`config.mk`:
```
export PLATFORM = sky130hd
export DESIGN_NAME = count_snapshot_fifo_flat
export DESIGN_NICKNAME = d
export VERILOG_FILES = /design/src/rtl/count_pkg.sv /design/src/rtl/count_snapshot_fifo_if.sv /design/src/rtl/snap_fifo.sv /design/src/rtl/count_snapshot_fifo.sv /design/src/flat_wrapper.sv
export SDC_FILE = /design/constraint.sdc
export NUM_CORES = 1
export LEC_CHECK = 0
export BUFFER_PORTS_ARGS = -buffer_cell sky130_fd_sc_hd__buf_4
export CORE_ASPECT_RATIO = 0.9
export CORE_UTILIZATION = 43
export DETAILED_ROUTE_END_ITERATION = 8
export GPL_ROUTABILITY_DRIVEN = 1
export PLACE_DENSITY = 0.73
export REMOVE_ABC_BUFFERS = 1
export SYNTH_ARGS = -nofsm -noshare
export SYNTH_HDL_FRONTEND = slang
export SYNTH_SLANG_ARGS = --single-unit
```
`constraint.sdc`:
```
create_clock -name clk_in -period 2.9 [get_ports clk_in]
set_input_delay 0.435 -clock clk_in [delete_from_list [all_inputs] [get_ports clk_in]]
set_output_delay 0.435 -clock clk_in [all_outputs]
set_load 0.05 [all_outputs]
```
`src/rtl/count_pkg.sv`:
```
// Shared types and default sizing for the counter snapshot FIFO.
package count_pkg;

  localparam int CNT_W     = 8;
  localparam int DEPTH_DEF = 4;
  localparam int TOT_W_DEF = 16;

  typedef struct packed {
    logic             is_ovf;
    logic [CNT_W-1:0] value;
  } snap_entry_t;

endpackage

```
`src/rtl/count_snapshot_fifo_if.sv`:
```
// Valid/ready read channel carrying snapshot entries out of the FIFO.
interface count_snapshot_fifo_if #(
  parameter int WIDTH = 8
);

  logic             rd_valid_out;
  logic             rd_ready_in;
  logic [WIDTH:0]   rd_data_out;

  modport master (output rd_valid_out, output rd_data_out, input rd_ready_in);
  modport slave  (input rd_valid_out, input rd_data_out, output rd_ready_in);

endinterface

```
`src/rtl/snap_fifo.sv`:
```
// Synchronous first-word-fall-through FIFO; a pop while full frees room
// for a push in the same cycle.
module snap_fifo #(
  parameter int DATA_W = 9,
  parameter int DEPTH  = 4,
  localparam int PTR_W = $clog2(DEPTH),
  localparam int LVL_W = $clog2(DEPTH) + 1
) (
  input  logic              clk_i,
  input  logic              rst_ni,
  input  logic              push_i,
  input  logic [DATA_W-1:0] data_i,
  input  logic              pop_i,
  output logic [DATA_W-1:0] data_o,
  output logic              valid_o,
  output logic              full_o,
  output logic [LVL_W-1:0]  level_o
);

  logic [DATA_W-1:0] mem_q [DEPTH];
  logic [PTR_W-1:0]  wr_ptr_q, wr_ptr_d;
  logic [PTR_W-1:0]  rd_ptr_q, rd_ptr_d;
  logic [LVL_W-1:0]  level_q, level_d;
  logic              pop_ok;
  logic              push_ok;

  assign valid_o = (level_q != LVL_W'(0));
  assign full_o  = (level_q == LVL_W'(DEPTH));
  assign level_o = level_q;
  assign data_o  = mem_q[rd_ptr_q];

  assign pop_ok  = pop_i & valid_o;
  assign push_ok = push_i & (~full_o | pop_ok);

  // Pointer and occupancy next-state; pointers wrap naturally since DEPTH is a power of two.
  always_comb begin
    wr_ptr_d = wr_ptr_q;
    rd_ptr_d = rd_ptr_q;
    level_d  = level_q;
    if (push_ok) begin
      wr_ptr_d = wr_ptr_q + PTR_W'(1);
    end else begin
      wr_ptr_d = wr_ptr_q;
    end
    if (pop_ok) begin
      rd_ptr_d = rd_ptr_q + PTR_W'(1);
    end else begin
      rd_ptr_d = rd_ptr_q;
    end
    case ({push_ok, pop_ok})
      2'b10:   level_d = level_q + LVL_W'(1);
      2'b01:   level_d = level_q - LVL_W'(1);
      default: level_d = level_q;
    endcase
  end

  // Control state register.
  always_ff @(posedge clk_i or negedge rst_ni) begin
    if (!rst_ni) begin
      wr_ptr_q <= PTR_W'(0);
      rd_ptr_q <= PTR_W'(0);
      level_q  <= LVL_W'(0);
    end else begin
      wr_ptr_q <= wr_ptr_d;
      rd_ptr_q <= rd_ptr_d;
      level_q  <= level_d;
    end
  end

  // Entry storage; contents are meaningless until written, so no reset.
  always_ff @(posedge clk_i) begin
    if (push_ok) begin
      mem_q[wr_ptr_q] <= data_i;
    end
  end

endmodule

```
`src/rtl/count_snapshot_fifo.sv`:
```
// Captures counter snapshots on overflow edges and capture strobes into a
// FWFT FIFO, and keeps saturating overflow and drop totals.
module count_snapshot_fifo
  import count_pkg::*;
#(
  parameter int WIDTH = CNT_W,
  parameter int DEPTH = DEPTH_DEF,
  parameter int TOT_W = TOT_W_DEF,
  localparam int LVL_W = $clog2(DEPTH) + 1
) (
  input  logic                  clk_in,
  input  logic                  nrst_in,
  input  logic [WIDTH-1:0]      cnt_in,
  input  logic                  ovf_in,
  input  logic                  capture_in,
  count_snapshot_fifo_if.master rd,
  output logic [LVL_W-1:0]      level_out,
  output logic                  full_out,
  output logic [TOT_W-1:0]      ovf_total_out,
  output logic [7:0]            dropped_out
);

  logic             ovf_q;
  logic [TOT_W-1:0] ovf_total_q, ovf_total_d;
  logic [7:0]       dropped_q, dropped_d;
  logic             ovf_ev;
  logic             req;
  logic             pop;
  logic             push;
  logic             drop;

  assign ovf_ev = ovf_in & ~ovf_q;
  assign req    = ovf_ev | capture_in;
  assign pop    = rd.rd_valid_out & rd.rd_ready_in;
  assign push   = req & (~full_out | pop);
  assign drop   = req & full_out & ~pop;

  snap_fifo #(
    .DATA_W (WIDTH + 1),
    .DEPTH  (DEPTH)
  ) u_fifo (
    .clk_i   (clk_in),
    .rst_ni  (nrst_in),
    .push_i  (push),
    .data_i  ({ovf_ev, cnt_in}),
    .pop_i   (pop),
    .data_o  (rd.rd_data_out),
    .valid_o (rd.rd_valid_out),
    .full_o  (full_out),
    .level_o (level_out)
  );

  // Saturating totals: both stick at all-ones.
  always_comb begin
    ovf_total_d = ovf_total_q;
    dropped_d   = dropped_q;
    if (ovf_ev && (ovf_total_q != {TOT_W{1'b1}})) begin
      ovf_total_d = ovf_total_q + TOT_W'(1);
    end else begin
      ovf_total_d = ovf_total_q;
    end
    if (drop && (dropped_q != 8'hFF)) begin
      dropped_d = dropped_q + 8'd1;
    end else begin
      dropped_d = dropped_q;
    end
  end

  // Edge-detect register and totals.
  always_ff @(posedge clk_in or negedge nrst_in) begin
    if (!nrst_in) begin
      ovf_q       <= 1'b0;
      ovf_total_q <= TOT_W'(0);
      dropped_q   <= 8'd0;
    end else begin
      ovf_q       <= ovf_in;
      ovf_total_q <= ovf_total_d;
      dropped_q   <= dropped_d;
    end
  end

  assign ovf_total_out = ovf_total_q;
  assign dropped_out   = dropped_q;

endmodule

```
`src/flat_wrapper.sv`:
```
// flat-port wrapper written by rule: the top's interface ports become plain ports
module count_snapshot_fifo_flat import count_pkg::*;
#(
  parameter int WIDTH = CNT_W,
  parameter int DEPTH = DEPTH_DEF,
  parameter int TOT_W = TOT_W_DEF,
  localparam int LVL_W = $clog2(DEPTH) + 1
)
  (clk_in, nrst_in, cnt_in, ovf_in, capture_in, level_out, full_out, ovf_total_out, dropped_out, rd_rd_valid_out, rd_rd_data_out, rd_rd_ready_in);
  count_snapshot_fifo_if #(.WIDTH(WIDTH)) rd_i ();
  input  logic clk_in;
  input  logic nrst_in;
  input  logic [WIDTH-1:0] cnt_in;
  input  logic ovf_in;
  input  logic capture_in;
  output logic [LVL_W-1:0] level_out;
  output logic full_out;
  output logic [TOT_W-1:0] ovf_total_out;
  output logic [7:0] dropped_out;
  output wire logic [$bits(rd_i.rd_valid_out)-1:0] rd_rd_valid_out;
  output wire logic [$bits(rd_i.rd_data_out)-1:0] rd_rd_data_out;
  input wire logic [$bits(rd_i.rd_ready_in)-1:0] rd_rd_ready_in;
  assign rd_rd_valid_out = rd_i.rd_valid_out;
  assign rd_rd_data_out = rd_i.rd_data_out;
  assign rd_i.rd_ready_in = rd_rd_ready_in;
  count_snapshot_fifo #(.WIDTH(WIDTH), .DEPTH(DEPTH), .TOT_W(TOT_W)) u_core (.clk_in(clk_in), .nrst_in(nrst_in), .cnt_in(cnt_in), .ovf_in(ovf_in), .capture_in(capture_in), .rd(rd_i), .level_out(level_out), .full_out(full_out), .ovf_total_out(ovf_total_out), .dropped_out(dropped_out));
endmodule
```
==> run metrics <==
outcome=finished, final reports clean; CORE AREA=6590 um2; CP cell instances=mux4_2 > buf_4; Area Growth Syn to Fin=23.4%; CP Buf/Inv Count=1; Seq/Total Area, Yosys=between 60 and 70%; Post-DRT Antenna Nets=0; startpoint types=flip-flop; Hold Crit Class=primary input to asynchronous set/reset pin; critical path depth=2; Detail Placement HPWL=3460 um; placed inst area=3420 um2; Yosys reg bits=68; total power=3840 uW; clock latency on the worst-skew pair=approximately 0.33 ns; maxcap violations=0; Final Cycle Share=80.4%; wire per inst=14.7 um; worst reg2reg path depth=10; CP arrival=1.90 ns; routed vias=1750; worst slack at placement=0.653 ns; post-CTS setup buffers=0; Internal=2230 uW; CP max-delay cell=dfrtp_1; Cell variety after synth=29; vias in the first global route=roughly 1700; Nets=276; GR peak layer=met2; design area=roughly 3600 um2; Cells after Synth=~200; largest net degree at the start of global routing=33; total gr overflow=0; WS Path Type=flip-flop to output port; maximum fanout along the worst path=11; IO Count=51; Slew Limit Fails=0; final hold vios=0; GRT Util Overall=about 16%; Final min period=2.33 ns; switching portion of total power=between 40% and 50%; num rows=28; final worst slack=between 0.5 and 0.6 ns; share of cells above drive strength 1=32.7%; Setup TNS=0 ns; Comb power frac=around 41%; Rel. slew slack=57.4%; LEAKAGE=around 0.0015 uW; critical path capture point type=output port; Starting Density=44.5%; worst slew pin tran=0.639 ns; first-pass GRT wire length=8610 um; Avg Inst Size Synth=15.0 um2; clock root buffer=clkbuf_8; sw power=1600 uW; RePlAce Congestion=0.847; Hold Slack=0.0220 ns; Clock H-tree levels=3; # resized after CTS=0; pwr dens=1060 nW/um2; grt met1 use=23.3%; Synth Cell Area=~2900 um2; antenna violations before repair=0; clock share of power=approximately 20%; CP top delay family=flip-flops; DRC violations left=0; Die X=89.0 um; total routed wirelength=5150 um; TritonCTS Buffers=9; diode count=0; CTS clk-pin slew, worst paths=0.07 ns; worst path required time=2.47 ns; sequential power share=39.4%; Port Buffers=50; CTS tree=done; Vias/cell=5.00; Ys Warns=0; fmax=429 MHz; met2 Use GR=23.7%; Max Root-Sink Buffers=2; Die ar.=7150 um2; die height=80.3 um; Initial DRT Pass Iterations=4; # hold bufs at CTS=0; Setup Skew=between 0.008 and 0.009 ns; GR Util met3=6.17%; Iter 0 DRT Violations=109; setup-violating endpoint count in the final report=0; CTS sink count=slightly below 70; IR Drop Worst-Case VDD=666 uV; RSZ-0062 raised after global routing=false; slowest cell delay on critical path=roughly 0.76 ns
==> per-stage QoR <==
step	util, %	instances
after detailed placement	51.9	334
after CTS	54.9	350
after global routing	54.9	350
after global placement	51.9	334
final	54.9	350
after floorplan	-	192
==> flip-flops by register name, summed over array words and instances (netlist names) <==
signal and count:
u_core.dropped_out 8, u_core.u_fifo.rd_ptr_q 2, u_core.u_fifo.mem_q 36, u_core.u_fifo.wr_ptr_q 2, u_core.u_fifo.level_o 3, u_core.ovf_total_out 16
u_core.ovf_q 1
==> cell type report <==
type,count,area [um2]
clock buffer,9,124
clock inverter,7,76.3
fill,573,2970
inverter,8,30.0
multi-input combinational,116,1000
sequential,68,1880
tap,90,113
timing repair buffer,52,390
==> layer usage <==
metal,routed length [um],up-vias
met1,2410,856
met2,2420,43
met4,37,0
li1,-,847
met3,287,4
met5,0,-
==> power groups by stage <==
stage / logic (uW) / registers, uW / clock network (uW)
CTS: 1570 / 1510 / 797
floorplan: 855 / 1770 / 0
global route: 1670 / 1550 / 840
detailed placement: 1570 / 1530 / 0
global placement: 1550 / 1520 / 0
finish: 1550 / 1510 / 771
==> worst paths after layout <==
check,startpoint,end,slack (ns)
min in group clk_in,ovf_in,u_core.ovf_q$_DFF_PN0_,0.21
max in group asynchronous,nrst_in,u_core.ovf_total_out[1]$_DFFE_PN0P_,2.57
min reg2reg,u_core.dropped_out[7]$_DFFE_PN0P_,u_core.dropped_out[7]$_DFFE_PN0P_,0.51
min,nrst_in,u_core.ovf_total_out[11]$_DFFE_PN0P_,0.02
max,u_core.u_fifo.rd_ptr_q[0]$_DFFE_PN0P_,rd_rd_data_out[1],0.57
max reg2reg,u_core.u_fifo.level_o[0]$_DFFE_PN0P_,u_core.u_fifo.level_o[2]$_DFFE_PN0P_,0.72
==> synth_stat cells <==
library cell,n,share of area [%]
inv_1,8,1.0
mux2_2,4,1.5
a21oi_1,4,0.68
mux2i_1,2,0.68
o31ai_1,1,0.26
and4_1,3,0.90
nand2_1,9,1.2
clkbuf_1,2,0.26
xor2_1,8,2.4
nor2b_1,1,0.21
nor4_2,1,0.43
fa_1,1,0.68
nor4b_4,1,0.81
nor2_1,8,1.0
edfxtp_1,36,37
and2_1,6,1.3
o221ai_2,1,0.51
ha_1,7,3.0
mux4_2,9,6.9
nand3_1,10,1.7
o2111ai_1,1,0.30
buf_2,2,0.34
nor3_1,1,0.17
a31oi_1,1,0.21
and3_1,10,2.1
nand4_1,10,2.1
xnor2_1,16,4.8
dfrtp_1,32,27
or3_2,1,0.26
==> placed cells by master, fill, tap and decap left out, drive strengths merged, types with 3 or more instances in the layout <==
| cell | Yosys | final |
|---|---|---|
| a21oi | 4 | 4 |
| and2 | 6 | 6 |
| and3 | 10 | 10 |
| and4 | 3 | 3 |
| buf | 2 | 52 |
| clkbuf | 2 | 9 |
| clkinv | 0 | 3 |
| dfrtp | 32 | 32 |
| edfxtp | 36 | 36 |
| ha | 7 | 7 |
| inv | 8 | 9 |
| mux2 | 4 | 4 |
| mux4 | 9 | 9 |
| nand2 | 9 | 9 |
| nand3 | 10 | 10 |
| nand4 | 10 | 10 |
| nor2 | 8 | 8 |
| xnor2 | 16 | 16 |
| xor2 | 8 | 8 |
==> logic make-up (layout without fill, tap and decap cells) <==
kind of cell,count (synthesis),count (layout),share of synthesized area (%)
and+or+nand+nor,61,61,12.2
AOI/OAI and AO/OA,8,8,1.96
muxes,15,15,9.14
adders and majority gates,8,8,3.67
xor gates and xnor gates,24,24,7.17
buffers and inverters,12,76,1.62
DFF,68,68,64.2
==> worst register-to-register path, cell delays in order, from the launching register on <==
cell and delay, ns:
dfrtp_1 0.45, nor4b_4 0.37, nor2_1 0.09, buf_4 0.16, inv_1 0.05, ha_1 0.16
inv_1 0.06, fa_1 0.37, xor2_1 0.15, nor2_1 0.11, xor2_1 0.14
Power figures use the tool's default switching activity.
